### src/rtl/alu_arbiter.sv
// Round-robin arbiter and sequencer that shares one external combinational ALU
// between two requesters using valid/ready request and response channels.
module alu_arbiter #(
    parameter int DW  = 128,
    parameter int OPW = 4
) (
    input  logic           clk,
    input  logic           rst,

    input  logic           req0_valid,
    output logic           req0_ready,
    input  logic [DW-1:0]  req0_r,
    input  logic [DW-1:0]  req0_s,
    input  logic [OPW-1:0] req0_op,

    input  logic           req1_valid,
    output logic           req1_ready,
    input  logic [DW-1:0]  req1_r,
    input  logic [DW-1:0]  req1_s,
    input  logic [OPW-1:0] req1_op,

    output logic           resp0_valid,
    input  logic           resp0_ready,
    output logic [DW-1:0]  resp0_y,
    output logic           resp0_n,
    output logic           resp0_z,
    output logic           resp0_c,

    output logic           resp1_valid,
    input  logic           resp1_ready,
    output logic [DW-1:0]  resp1_y,
    output logic           resp1_n,
    output logic           resp1_z,
    output logic           resp1_c,

    output logic [DW-1:0]  alu_r,
    output logic [DW-1:0]  alu_s,
    output logic [OPW-1:0] alu_op,
    input  logic [DW-1:0]  alu_y,
    input  logic           alu_n,
    input  logic           alu_z,
    input  logic           alu_c,

    output logic           busy
);

    typedef enum logic [1:0] {
        IDLE = 2'd0,
        EXEC = 2'd1,
        RESP = 2'd2
    } state_t;

    state_t         r_state;
    logic           r_last_grant;
    logic           r_grant_id;
    logic [DW-1:0]  r_opr;
    logic [DW-1:0]  r_ops;
    logic [OPW-1:0] r_opop;
    logic [DW-1:0]  r_y;
    logic           r_n;
    logic           r_z;
    logic           r_c;

    logic           w_any_req;
    logic           w_grant_id;
    logic           w_accept;
    logic           w_resp_ready;

    // NOTE: every signal assigned in always_comb gets a value on all paths, so no latch is inferred.
    always_comb begin
        w_any_req    = req0_valid | req1_valid;
        // On contention the requester that did not win last time goes next.
        w_grant_id   = (req0_valid && req1_valid) ? ~r_last_grant : req1_valid;
        w_accept     = (r_state == IDLE) && w_any_req;
        w_resp_ready = r_grant_id ? resp1_ready : resp0_ready;
    end

    assign req0_ready  = w_accept && !w_grant_id;
    assign req1_ready  = w_accept &&  w_grant_id;

    assign resp0_valid = (r_state == RESP) && !r_grant_id;
    assign resp1_valid = (r_state == RESP) &&  r_grant_id;

    assign resp0_y = r_y;
    assign resp0_n = r_n;
    assign resp0_z = r_z;
    assign resp0_c = r_c;
    assign resp1_y = r_y;
    assign resp1_n = r_n;
    assign resp1_z = r_z;
    assign resp1_c = r_c;

    assign alu_r  = r_opr;
    assign alu_s  = r_ops;
    assign alu_op = r_opop;

    assign busy = (r_state != IDLE);

    // NOTE: state is updated with non-blocking assignments so every register samples pre-edge values.
    always_ff @(posedge clk) begin
        if (rst) begin
            // NOTE: the operand and result registers are reset too, because the ALU inputs must read zero after reset.
            r_state      <= IDLE;
            r_last_grant <= 1'b1;
            r_grant_id   <= 1'b0;
            r_opr        <= '0;
            r_ops        <= '0;
            r_opop       <= '0;
            r_y          <= '0;
            r_n          <= 1'b0;
            r_z          <= 1'b0;
            r_c          <= 1'b0;
        end else begin
            case (r_state)
                IDLE: begin
                    if (w_accept) begin
                        r_opr        <= w_grant_id ? req1_r  : req0_r;
                        r_ops        <= w_grant_id ? req1_s  : req0_s;
                        r_opop       <= w_grant_id ? req1_op : req0_op;
                        r_grant_id   <= w_grant_id;
                        r_last_grant <= w_grant_id;
                        r_state      <= EXEC;
                    end
                end
                EXEC: begin
                    r_y     <= alu_y;
                    r_n     <= alu_n;
                    r_z     <= alu_z;
                    r_c     <= alu_c;
                    r_state <= RESP;
                end
                RESP: begin
                    if (w_resp_ready) begin
                        r_state <= IDLE;
                    end
                end
                default: r_state <= IDLE;
            endcase
        end
    end

endmodule

### config.mk
export PLATFORM = sky130hd
export DESIGN_NAME = alu_arbiter
export DESIGN_NICKNAME = d
export VERILOG_FILES = /design/src/rtl/alu_arbiter.sv
export SDC_FILE = /design/constraint.sdc
export NUM_CORES = 1
export LEC_CHECK = 0
export ABC_AREA = 1
export BUFFER_PORTS_ARGS = -buffer_cell sky130_fd_sc_hd__buf_2
export CAP_MARGIN = 10
export CORE_AREA = 2 2 455 457
export DETAILED_ROUTE_END_ITERATION = 16
export DIE_AREA = 0 0 457 459
export HOLD_SLACK_MARGIN = 0.12
export PLACE_DENSITY_LB_ADDON = 0.1
export RECOVER_POWER = 25
export SLEW_MARGIN = 20
export SYNTH_ARGS = -nofsm -noshare
export SYNTH_HDL_FRONTEND = slang
export SYNTH_SLANG_ARGS = --single-unit
### constraint.sdc
create_clock -name clk -period 1.5 [get_ports clk]
set_clock_uncertainty 0.15 [all_clocks]
set_input_delay 0.15 -clock clk [delete_from_list [all_inputs] [get_ports clk]]
set_output_delay 0.15 -clock clk [all_outputs]
set_load 0.02 [all_outputs]
### Word level (Yosys, flattened, before mapping)

Index checks and enable logic that the tools add are counted.

* register bits: 395
* input port bits: 657
* output and inout bits: 527

* eq/ne operators: 4
* muxes and demuxes: 8
* bitwise logic cells: 2
* reductions and logical operators: 12

Operator list (number)
* 128-bit two-way mux: 2
* 1-bit logical AND: 6
* 2-bit one-hot mux with 3 select lines: 1
* 2-bit two-way mux: 2
* 4-bit two-way mux: 1
* 2-bit inequality test (second input constant): 2
* 2-bit AND reduction: 2
* 2-bit by 1-bit equality test with 1-bit output (second input constant): 1
* 2-bit equality test (second input constant): 1
* 1-bit zero test: 2
* 2-bit zero test: 1
* 1-bit two-way mux: 2
* 2-bit nonzero test: 1
* 1-bit inverter: 1
* 1-bit bitwise OR: 1

### Logic depth before layout (Yosys ltp)

Gate-level depths: netlist (run 1).

* depth in word-level cells: 4
* depth in mapped cells: 8
* depth with buffers taken out: 6

### Worst setup path before layout (run 1)

No wires, ideal clock.

* path type: flip-flop to output port
* start point: register r_last_grant
* end point: output port req0_ready
* data arrival time: 1220 ps
* required time: 1200 ps
* slack: -20 ps
* stages on the path, launching flop included: 7
* path buffers: 2
* cell sequence: dfxtp_1 > nand2_2 > nand2_2 > buf_4 > buf_2 > inv_1 > nor2_1

* cells in the longest elaborated chain, start to end: 4

Ends and longest elaborated chain
* from (decl): line 54 `logic r_last_grant;`
* from (signal assigned): line 121 `r_last_grant <= w_grant_id;`
* 1-bit inverter: line 73 `w_grant_id = (req0_valid && req1_valid) ? ~r_last_grant : req1_valid;`
* 1-bit two-way mux: line 73
* 1-bit zero test: line 78 `assign req0_ready = w_accept && !w_grant_id;`
* 1-bit logical AND: line 78
* to (decl): line 11 `output logic req0_ready,`

No other way between the ends.

### Worst setup path after layout (run 1)

* start point: register r_state[0]
* end point: output port req0_ready

* cells in the longest elaborated chain, start to end: 3

Ends and longest elaborated chain
* from (decl): line 53 `state_t r_state;`
* from (signal assigned): line 103 `r_state <= IDLE;`
* from (signal assigned): line 122 `r_state <= EXEC;`
* from (signal assigned): line 130 `r_state <= RESP;`
* 2-bit zero test: line 74 `w_accept = (r_state == IDLE) && w_any_req;`
* 1-bit logical AND: line 74
* 1-bit logical AND: line 78

No other way between the ends.

==> summary.md, run 1 <==
| Metric | Value |
|---|---|
| Tightest Pin Transition | 0.528 ns |
| Crit. Startpoint | r_state[0] |
| Achievable clock frequency | 489 MHz |
| Share of the synthesized area in the top cell type | 43.5% |
| Insertion delay of the later-clocked pin in the worst-skew pair | 0.69 ns |
| DRC violations left | 0 |
| Number of hold-slack violations in the final timing report | 3 |
| Yosys cell types | 15 |
| Net switching power | 15.1 mW |
| Seq. cell area | 8600 um^2 |
| Hold buffer count at cts | 765 |
| Area of the mapped netlist | 18200 um^2 |
| Global-route wire length before repair | 209 mm |
| Number of sinks driven by the clock tree | 395 |
| Worst setup path category | reg2out |
| Count of final setup violators | 415 |
| Combinational share of power | 38.0% |
| Number of antenna violations at the first check in global routing | 14 |
| Cell taking the most area after synthesis | sky130_fd_sc_hd__dfxtp_1 |
| Final net count | 5386 |
| Maximum vdd drop | 956 uV |
| Req. time, crit path | 1.20 ns |
| Worst rel slew slack | 64.8% |
| Power density relative to cell area | 975 nW/um^2 |
| Sw frac | 34.9% |
| Unrepaired setup endpoints after global routing | yes |
| CP Cell Sequence | nor2_4 -> buf_12 -> o21ai_4 -> buf_6 -> buf_6 -> nor2_4 -> buf_6 |
| Most common cell after layout, fill and taps aside | sky130_fd_sc_hd__nand2_1 |
| Area of the placeable core | 206000 um^2 |
| Final Instance Area | 44400 um^2 |
| Max clock buf depth | 3 |
| Footprint of the multi-input gates | 8620 um^2 |
| Maximum number of pins on one net before global-route repair | 82 |
| Sequential fraction of the synthesis area | 43.5% |
| Most prevalent standard cell on the critical path | sky130_fd_sc_hd__buf_6 |
| Cell with the biggest individual delay on the critical path | sky130_fd_sc_hd__dfxtp_2 |
| Height of the die | 459 um |
| Die Outline Area | 210000 um^2 |
| Warnings, synthesis | 0 |
| Routability congestion estimate from global placement | 0.839 |
| Flop and latch count out of synthesis | 395 |
| Number of pins with negative max-slew slack in the final report | 0 |
| Overall fraction of global-route tracks in use | 14.0% |
| Top cells by area, synth | sky130_fd_sc_hd__dfxtp_1 (44%), sky130_fd_sc_hd__nand2_1 (22%), sky130_fd_sc_hd__a21oi_1 (7.2%) |
| Starting utilization of the core area | 8.83% |
| Clock network power share | 32.5% |
| Worst path max stage delay | 0.34 ns |
| Antenna viol nets, final | 0 |
| Final-layout fill cell count | 23100 |
| Clock Tree Root | sky130_fd_sc_hd__clkbuf_16 |
| Avg WL per Cell | 20.4 um |
| CP endpoint kind | primary output |
| Remaining Overflow, GRT | 0 |
| HPWL reported at the end of detailed placement | 112 mm |
| Cell family with most CP delay | buffers and inverters |
| Via count of the first global-routing pass | 26900 |
| Leading cell types in the layout, fill and taps excluded | sky130_fd_sc_hd__nand2_1 (995), sky130_fd_sc_hd__dlygate4sd3_1 (763), sky130_fd_sc_hd__buf_2 (682) |
| Post-synthesis net count | 3377 |
| Startpoint type of the worst setup path | register |
| Clock tree from TritonCTS | done |
| Total length of routed wires | 153 mm |
| Layout overhead on the synthesized area | 145% |
| Violations in the final reports | hold timing, setup timing |
| Iteration count of the initial detailed-routing pass | 5 |
| Max capacitance violation total | 0 |
| Post-Place Setup Slack | -0.806 ns |
| Vias | 25800 |
| Outcome | finished with violations |
| Post-detailed-route via-to-cell ratio | 3.44 |
| I/O pin count | 1184 |
| Count of port buffers added during placement | 1183 |
| Synthesized instance count | 2720 |
| Launch instance of the worst min-delay path | req1_valid |
| Sum Neg Setup Slack | -92.10 ns |
| Row cnt | 167 |
| Arrival time at the worst endpoint | 1.75 ns |
| Count of buffer and inverter cells on the critical path | 4 |
| Inserted Clock Buffers | 57 |
| Clock-pin slew of the registers on the worst-case setup and hold paths | 0.07 ns |
| Drt initial violations | 1012 |
| Final period util | 136% |
| Least setup slack across all paths after layout | -0.545 ns |
| Min Tclk post-route | 2.05 ns |
| Maximum fanout along the worst path | 2 |
| Class of the worst hold path | in2reg |
| H-Tree Depth | 2 |
| Total power consumption of the routed design | 43.3 mW |
| Lkg Pwr | 20.1 nW |
| Relative contribution of sequential cells to total power | 29.5% |
| Die boundary width | 457 um |
| Cell Int Power | 28.2 mW |
| Total placed instance area | 27600 um^2 |
| Per-instance average area after synthesis | 6.68 um^2 |
| Startpoint of the most critical register-to-register path | r_state[0] |
| Worst slack on hold paths | -0.0357 ns |
| Fraction of layout cells with a size suffix above 1 | 43.7% |
cell families after synthesis:
logic type | count (synthesis) | share of synthesized area [%]
flops | 395 | 43.5
simple gates | 1578 | 34.4
compound gates | 394 | 10.9
buf+inv | 353 | 11.1
path summary, 6_finish.rpt:
kind | end | slack [ns] | depth (start not counted)
worst max-delay path | req0_ready | -0.55 | 7
worst min-delay path | r_last_grant | -0.04 | 6
worst max register to register | alu_s[121] | -0.36 | 11
worst min register to register | alu_r[59] | 0.31 | 2
what timing repair did:
| action | CTS | global route |
|---|---|---|
| hold endpoints to repair | 395 | 3 |
| endpoints found under the setup margin | 876 | 912 |
| gates resized for setup | 1769 | 45 |
| gates cloned | 48 | 1 |
| pin swaps | 14 | 5 |
| setup buffers | 101 | 7 |
flip-flops by register name (all words and copies together), names as in the netlist, 2 cells and up:
| register | cells |
|---|---|
| resp0_y | 128 |
| alu_s | 128 |
| alu_op | 4 |
| alu_r | 128 |
| r_state | 2 |
metrics by stage:
step | cells | utilization, % | hold slack (ns)
floorplan | 2720 | - | 0.165
global placement | 6460 | 13.4 | 0.249
detailed placement | 6460 | 13.4 | 0.255
CTS | 7471 | 21.5 | -0.127
global route | 7483 | 21.6 | -0.0806
finish | 7485 | 21.6 | -0.0357
synth_stat cells:
| master | instances |
|---|---|
| sky130_fd_sc_hd__nand2_1 | 1046 |
| sky130_fd_sc_hd__dfxtp_1 | 395 |
| sky130_fd_sc_hd__nor2_1 | 268 |
| sky130_fd_sc_hd__a21oi_1 | 262 |
| sky130_fd_sc_hd__nand3_1 | 262 |
| sky130_fd_sc_hd__buf_4 | 145 |
| sky130_fd_sc_hd__o21ai_0 | 131 |
| sky130_fd_sc_hd__buf_2 | 121 |
| sky130_fd_sc_hd__clkbuf_1 | 71 |
| sky130_fd_sc_hd__buf_1 | 7 |
| sky130_fd_sc_hd__inv_1 | 6 |
| sky130_fd_sc_hd__inv_2 | 2 |
| sky130_fd_sc_hd__nand2_2 | 2 |
| sky130_fd_sc_hd__clkinv_1 | 1 |
| sky130_fd_sc_hd__o21ai_2 | 1 |
tightest hold or removal path, stage by stage:
cell and delay (ns):
sky130_fd_sc_hd__buf_8 0.14, sky130_fd_sc_hd__o21ai_4 0.08, sky130_fd_sc_hd__buf_6 0.11, sky130_fd_sc_hd__buf_6 0.11, sky130_fd_sc_hd__nand2_1 0.05, sky130_fd_sc_hd__nand3_1 0.07
per-layer routing:
layer / track usage [%] / part of all wire (%)
met1: 16.0 / 41
met2: 25.6 / 51
met3: 3.64 / 6.2
met4: 3.20 / 2.1
met5: 0 / 0.031
power groups by stage:
stage	Combinational [mW]	Clock [mW]	Sequential, mW
2_1_floorplan	4.22	0	13.6
3_3_place_gp	10.9	0	12.5
3_5_place_dp	10.8	0	12.5
4_1_cts	16.8	14.8	12.8
5_1_grt	17.6	15.1	12.9
6_report	16.5	14.1	12.8
cell type report:
type / instances / share of cell area [%]
Sequential cell: 395 / 19.3
Antenna cell: 8 / 0.0451
Timing Repair inverter: 1 / 0.0197
Clock inverter: 18 / 0.394
Tap cell: 2704 / 7.61
Multi-Input combinational cell: 1972 / 19.4
Timing Repair Buffer: 2293 / 49.2
Clock buffer: 85 / 3.83
Inverter: 9 / 0.172
No activity file was read; power rests on OpenSTA's default activity.
==> inputs of run 2 (changes only) <==
MAX_ROUTING_LAYER = met4   (was unset)
==> run 2 against run 1 <==
Net effect:
- the flow still finishes with violations (hold timing, setup timing)
- wire length is essentially flat
- clock-buffer cell count is the same
- sequential share of layout area is essentially flat
- largest power group unchanged
- first-iteration DRC count shrank 8.2%
- combinational power is essentially flat
- cell count grew 0.13%
- clock power is essentially flat
- critical endpoint unchanged
- sequential power is essentially flat
- largest cell class unchanged
- total power is essentially flat
- critical path depth is the same
==> summary.md, run 2 (synthesis results as in run 1) <==
| Metric | Value |
|---|---|
| Outcome | finished with violations |
| Violations in the final reports | hold timing, setup timing |
| Routability congestion estimate from global placement | 0.852 (+1.5%) |
| Post-Place Setup Slack | -0.806 ns (unchanged) |
| Final period util | 136% (about the same) |
| Req. time, crit path | 1.20 ns (about the same) |
| Iteration count of the initial detailed-routing pass | 5 (unchanged) |
| DRC violations left | 0 (unchanged) |
| Startpoint type of the worst setup path | register |
| I/O pin count | 1184 (unchanged) |
| Leading cell types in the layout, fill and taps excluded | sky130_fd_sc_hd__nand2_1 (996), sky130_fd_sc_hd__dlygate4sd3_1 (763), sky130_fd_sc_hd__buf_2 (682) |
| Number of pins with negative max-slew slack in the final report | 0 (unchanged) |
| Max capacitance violation total | 0 (unchanged) |
| CP endpoint kind | primary output |
| Worst setup path category | reg2out |
| Overall fraction of global-route tracks in use | 14.4% (+0.41 points) |
| Via count of the first global-routing pass | 26800 (-0.15%) |
| Number of antenna violations at the first check in global routing | 20 (+6) |
| Total power consumption of the routed design | 43.3 mW (about the same) |
| Final net count | 5386 (unchanged) |
| Lkg Pwr | 20.1 nW (about the same) |
| Min Tclk post-route | 2.04 ns (-0.00179 ns) |
| Count of final setup violators | 413 (-0.48%) |
| Maximum number of pins on one net before global-route repair | 82 (unchanged) |
| Global-route track usage on met1 | 16.0% (-0.039 points) |
| Seq. cell area | 8600 um^2 (unchanged) |
| Unrepaired setup endpoints after global routing | yes |
| HPWL reported at the end of detailed placement | 112 mm (unchanged) |
| Height of the die | 459 um (unchanged) |
| Global-route wire length before repair | 209 mm (about the same) |
| Final-layout fill cell count | 23100 (-0.013%) |
| Maximum fanout along the worst path | 2 (unchanged) |
| Maximum vdd drop | 953 uV (-0.31%) |
| Least setup slack across all paths after layout | -0.543 ns (+0.00179 ns) |
| Total placed instance area | 27600 um^2 (unchanged) |
| Starting utilization of the core area | 8.83% (unchanged) |
| Global Route met2 Usage | 25.6% (-0.037 points) |
| Most common cell after layout, fill and taps aside | sky130_fd_sc_hd__nand2_1 |
| Remaining Overflow, GRT | 0 (unchanged) |
| Arrival time at the worst endpoint | 1.74 ns (about the same) |
| Area of the placeable core | 206000 um^2 (unchanged) |
| Max clock buf depth | 3 (unchanged) |
| Row cnt | 167 (unchanged) |
| Tightest Pin Transition | 0.510 ns (-0.0180 ns) |
| Clock Tree Root | sky130_fd_sc_hd__clkbuf_16 |
| Sum Neg Setup Slack | -91.86 ns (+0.243 ns) |
| Die boundary width | 457 um (unchanged) |
| Footprint of the multi-input gates | 8610 um^2 (about the same) |
| Insertion delay of the later-clocked pin in the worst-skew pair | 0.69 ns (about the same) |
| Final Instance Area | 44500 um^2 (about the same) |
| Drt initial violations | 929 (-8.2%) |
| Vias | 25800 (+0.13%) |
| Worst slack on hold paths | -0.0340 ns (+0.00168 ns) |
| Avg WL per Cell | 20.4 um (-0.18%) |
| Die Outline Area | 210000 um^2 (unchanged) |
| Inserted Clock Buffers | 57 (unchanged) |
| Hold buffer count at cts | 765 (unchanged) |
| Worst rel slew slack | 66.0% (+1.2 points) |
| Layout overhead on the synthesized area | 145% (about the same) |
| Number of sinks driven by the clock tree | 395 (unchanged) |
| Met3 capacity usage during global routing | 3.70% (+0.061 points) |
| Achievable clock frequency | 489 MHz (about the same) |
| Clock-pin slew of the registers on the worst-case setup and hold paths | 0.07 ns (about the same) |
| Clock tree from TritonCTS | done |
| Power density relative to cell area | 974 nW/um^2 (about the same) |
| Number of hold-slack violations in the final timing report | 3 (unchanged) |
| Count of port buffers added during placement | 1183 (unchanged) |
| Finished Core Util | 21.6% (about the same) |
| GR peak layer | met2 |
| Class of the worst hold path | in2reg |
| H-Tree Depth | 2 (unchanged) |
| Total length of routed wires | 153 mm (about the same) |
| Post-detailed-route via-to-cell ratio | 3.44 (about the same) |
| Fraction of layout cells with a size suffix above 1 | 43.7% (about the same) |
| Antenna viol nets, final | 0 (unchanged) |
-- run 2: changes by cell type in the layout (fill, tap and decap cells not counted) --
cell,change
sky130_fd_sc_hd__nand2_2,-1
sky130_fd_sc_hd__diode_2,+10
sky130_fd_sc_hd__nand3_1,+1
sky130_fd_sc_hd__nand3_2,-1
sky130_fd_sc_hd__nand2_1,+1
sky130_fd_sc_hd__buf_8,-1
sky130_fd_sc_hd__buf_6,+1
-- run 2: worst paths after layout --
path	from	endpoint	slack, ns	cells after the start
max reg2reg	r_state[0]	alu_s[30]	-0.36	11
min reg2reg	alu_r[64]	alu_r[64]	0.31	2
min	req1_valid	r_last_grant	-0.03	6
max	r_state[0]	req0_ready	-0.54	7
-- run 2: metrics by stage --
| stage | hold WS [ns] | std cells |
|---|---|---|
| 3_5_place_dp | 0.255 | 6460 |
| 6_report | -0.0340 | 7495 |
| 3_3_place_gp | 0.249 | 6460 |
| 4_1_cts | -0.127 | 7471 |
| 2_1_floorplan | 0.165 | 2720 |
| 5_1_grt | -0.0806 | 7494 |
-- run 2: timing repair --
| item | 4_1_cts | 5_1_grt |
|---|---|---|
| endpoints found under the hold margin | 395 | 3 |
| cloned | 48 | 1 |
| gates resized for setup | 1769 | 42 |
| pin swaps | 14 | 5 |
| endpoints found under the setup margin | 876 | 912 |
| setup buffers | 101 | 7 |
-- run 2: power breakdown --
| group | internal [mW] | switching [mW] | total, mW | leakage (nW) |
|---|---|---|---|---|
| clock | 8.14 | 5.91 | 14.1 | 0.929 |
| combinational | 8.33 | 8.11 | 16.4 | 15.7 |
| sequential | 11.7 | 1.06 | 12.8 | 3.42 |
-- run 2: final cells by class --
class	count	share of cell area (%)
repair buffers	2293	49.2
multi-input cells	1972	19.4
flip-flops and latches	395	19.3
well taps	2704	7.61
clock buffers	85	3.83
clock inverters	18	0.394
inverters	9	0.172
diodes	18	0.101
repair inverters	1	0.0197
-- run 2: worst max-delay path, cell delays in order (launching register included) --
cell                      delay, ns
sky130_fd_sc_hd__dfxtp_2       0.34
sky130_fd_sc_hd__nor2_4        0.09
sky130_fd_sc_hd__buf_12        0.12
sky130_fd_sc_hd__o21ai_4       0.06
sky130_fd_sc_hd__buf_6         0.12
sky130_fd_sc_hd__buf_6         0.11
sky130_fd_sc_hd__nor2_4        0.07
sky130_fd_sc_hd__buf_6         0.14
-- run 2: layer usage --
layer	share of wire (%)	vias to the layer above
met5	0	-
met4	2.2	0
met3	6.5	133
met2	51	871
met1	40	12100
li1	-	12700
==> inputs of run 3 (changes only) <==
PLACE_DENSITY_LB_ADDON = unset   (was 0.1)
==> run 3 against run 2 <==
Net effect:
- the run still ends with hold timing, setup timing left
- core utilization fell by 1.4 points
- global-route usage rose by 3.7 points
- clock power fell by 4%
- sequential power barely moved
- cell count barely moved
- non-clock buffer count fell by 111
- wire length rose by 31%
- critical path type unchanged
- highest routed layer unchanged
==> summary.md, run 3 (synthesis results as in run 1) <==
| Metric | Value |
|---|---|
| Outcome | finished with violations |
| Violations in the final reports | hold timing, setup timing |
| Worst slack on hold paths | -0.0121 ns (+0.0219 ns) |
| Avg WL per Cell | 26.6 um (+31%) |
| Achievable clock frequency | 519 MHz (+6.1%) |
| CP Cell Sequence | nor2_4 -> o21ai_4 -> buf_6 -> nor2_4 -> buf_12 |
| Max clock buf depth | 3 (unchanged) |
| Via count of the first global-routing pass | 26400 (-1.8%) |
| Number of pins with negative max-slew slack in the final report | 0 (unchanged) |
| Height of the die | 459 um (unchanged) |
| Final Instance Area | 41600 um^2 (-6.5%) |
| Total power consumption of the routed design | 41.9 mW (-3.1%) |
| Finished Core Util | 20.2% (-1.4 points) |
| Sw frac | 37.5% (+2.7 points) |
| Die Outline Area | 210000 um^2 (unchanged) |
| Cell with the biggest individual delay on the critical path | sky130_fd_sc_hd__dfxtp_2 |
| Count of port buffers added during placement | 1183 (unchanged) |
| Class of the worst hold path | in2reg |
| I/O pin count | 1184 (unchanged) |
| Max capacitance violation total | 0 (unchanged) |
| Tightest Pin Transition | 1.10 ns (+0.589 ns) |
| Remaining Overflow, GRT | 0 (unchanged) |
| Most prevalent standard cell on the critical path | sky130_fd_sc_hd__nor2_4 |
| Met3 capacity usage during global routing | 6.78% (+3.1 points) |
| Post-detailed-route via-to-cell ratio | 3.71 (+7.7%) |
| Number of sinks driven by the clock tree | 395 (unchanged) |
| Area of the placeable core | 206000 um^2 (unchanged) |
| Die boundary width | 457 um (unchanged) |
| Final period util | 128% (-7.9 points) |
| Overall fraction of global-route tracks in use | 18.1% (+3.7 points) |
| Unrepaired setup endpoints after global routing | yes |
| Row cnt | 167 (unchanged) |
| FF-to-FF setup slack | -0.34 ns (+0.02 ns) |
| Clock network power share | 32.2% (-0.3 points) |
| Sum Neg Setup Slack | -93.82 ns (-1.95 ns) |
| HPWL reported at the end of detailed placement | 158 mm (+40%) |
| Maximum vdd drop | 922 uV (-3.2%) |
| Leading cell types in the layout, fill and taps excluded | sky130_fd_sc_hd__buf_2 (1059), sky130_fd_sc_hd__nand2_1 (930), sky130_fd_sc_hd__dlygate4sd3_1 (760) |
| Power density relative to cell area | 1010 nW/um^2 (+3.5%) |
| Starting utilization of the core area | 8.83% (unchanged) |
| Iteration count of the initial detailed-routing pass | 5 (unchanged) |
| Number of antenna violations at the first check in global routing | 178 (+790%) |
| GR peak layer | met2 |
| Global Route met2 Usage | 29.0% (+3.4 points) |
| Drt initial violations | 2345 (+150%) |
| Final net count | 5269 (-2.2%) |
| DRC violations left | 0 (unchanged) |
| Startpoint type of the worst setup path | register |
| Layout overhead on the synthesized area | 129% |
| Cell Int Power | 26.2 mW (-7.2%) |
| Total placed instance area | 27400 um^2 (-0.71%) |
| Least setup slack across all paths after layout | -0.426 ns (+0.118 ns) |
| Arrival time at the worst endpoint | 1.63 ns (-0.11 ns) |
| Req. time, crit path | 1.20 ns (about the same) |
| Combinational share of power | 38.0% (about the same) |
| CP endpoint kind | primary output |
| Most common cell after layout, fill and taps aside | sky130_fd_sc_hd__buf_2 |
| Routability congestion estimate from global placement | 1.03 (+21%) |
| Global-route track usage on met1 | 19.8% (+3.9 points) |
| H-Tree Depth | 2 (unchanged) |
| Min Tclk post-route | 1.93 ns (-0.118 ns) |
| Inserted Clock Buffers | 52 (-8.8%) |
| Clock Tree Root | sky130_fd_sc_hd__clkbuf_16 |
| Hold buffer count at cts | 763 (-0.26%) |
| Vias | 27800 (+7.6%) |
| Clock-pin slew of the registers on the worst-case setup and hold paths | 0.06 ns (about the same) |
| Worst setup path category | reg2out |
| Total length of routed wires | 199 mm (+31%) |
| Clock tree from TritonCTS | done |
| Worst rel slew slack | 26.7% (-39 points) |
| Number of hold-slack violations in the final timing report | 2 (-1) |
| Fraction of layout cells with a size suffix above 1 | 39.1% (-4.6 points) |
| Maximum fanout along the worst path | 2 (unchanged) |
| Insertion delay of the later-clocked pin in the worst-skew pair | 0.70 ns (about the same) |
| Maximum number of pins on one net before global-route repair | 66 (-20%) |
| Worst path max stage delay | 0.34 ns (about the same) |
| Relative contribution of sequential cells to total power | 29.8% (+0.3 points) |
| Antenna viol nets, final | 0 (unchanged) |
| Global-route wire length before repair | 247 mm (+18%) |
| Net switching power | 15.7 mW (+4.3%) |
| Lkg Pwr | 19.1 nW (-4.7%) |
| Count of final setup violators | 752 (+82%) |
-- run 3: cell count changes in the layout (fill, tap and decap cells not counted), moves of 66 or more --
cell,change
sky130_fd_sc_hd__dfxtp_1,+263
sky130_fd_sc_hd__nand2_1,-66
sky130_fd_sc_hd__buf_6,-440
sky130_fd_sc_hd__buf_2,+377
sky130_fd_sc_hd__dfxtp_2,-226
sky130_fd_sc_hd__buf_4,-90
sky130_fd_sc_hd__diode_2,+110
-- run 3: power by group through the flow --
stage                     Clock, mW  Sequential (mW)  Combinational, mW
after floorplan                   0             13.6               4.22
after global placement            0             12.4               10.9
after detailed placement          0             12.5               10.9
after CTS                      13.9             12.5               14.5
after global routing           14.1             12.6               16.8
final                          13.5             12.5               15.9
-- run 3: layout make-up --
type	instances	area (um^2)
Timing Repair Buffer	2182	18800
Antenna cell	128	320
Multi-Input combinational cell	1972	9000
Fill cell	22600	164000
Sequential cell	395	8180
Clock inverter	22	275
Clock buffer	76	1530
Inverter	9	77.6
Tap cell	2704	3380
-- run 3: final timing paths --
path                   start         end  cells past startpoint
setup / recovery  r_state[1]  req0_ready                      5
hold / removal    req1_valid  r_grant_id                      7
setup reg to reg  r_state[1]  alu_s[113]                     10
hold reg to reg    alu_r[47]   alu_r[47]                      2
-- run 3: stage by stage --
| step | worst slack (ns) | cells |
|---|---|---|
| finish | -0.426 | 7488 |
| global route | -0.514 | 7479 |
| global placement | -0.199 | 6421 |
| floorplan | 0.0545 | 2720 |
| CTS | -0.518 | 7310 |
| detailed placement | -0.200 | 6421 |
-- run 3: layer usage --
layer  vias up  routed length [um]
li1      12600                   -
met3       456               22400
met5         -                   0
met2      1937               90700
met4         0               11400
met1     12800               74800
-- run 3: what timing repair did --
action                                  4_1_cts  5_1_grt
gates resized for setup                     617      304
buffers inserted                             10       26
endpoints found under the setup margin      913      918
gates cloned                                 18       29
endpoints found under the hold margin       395        3
pin swaps                                     4       29
-- run 3: critical path, delay by kind of cell (launching register included) --
family | cells | cell delay, ns
AO/OA/AOI/OAI | 1 | 0.08
buffers and inverters | 2 | 0.26
flip-flops | 1 | 0.34
AND/OR/NAND/NOR | 2 | 0.23
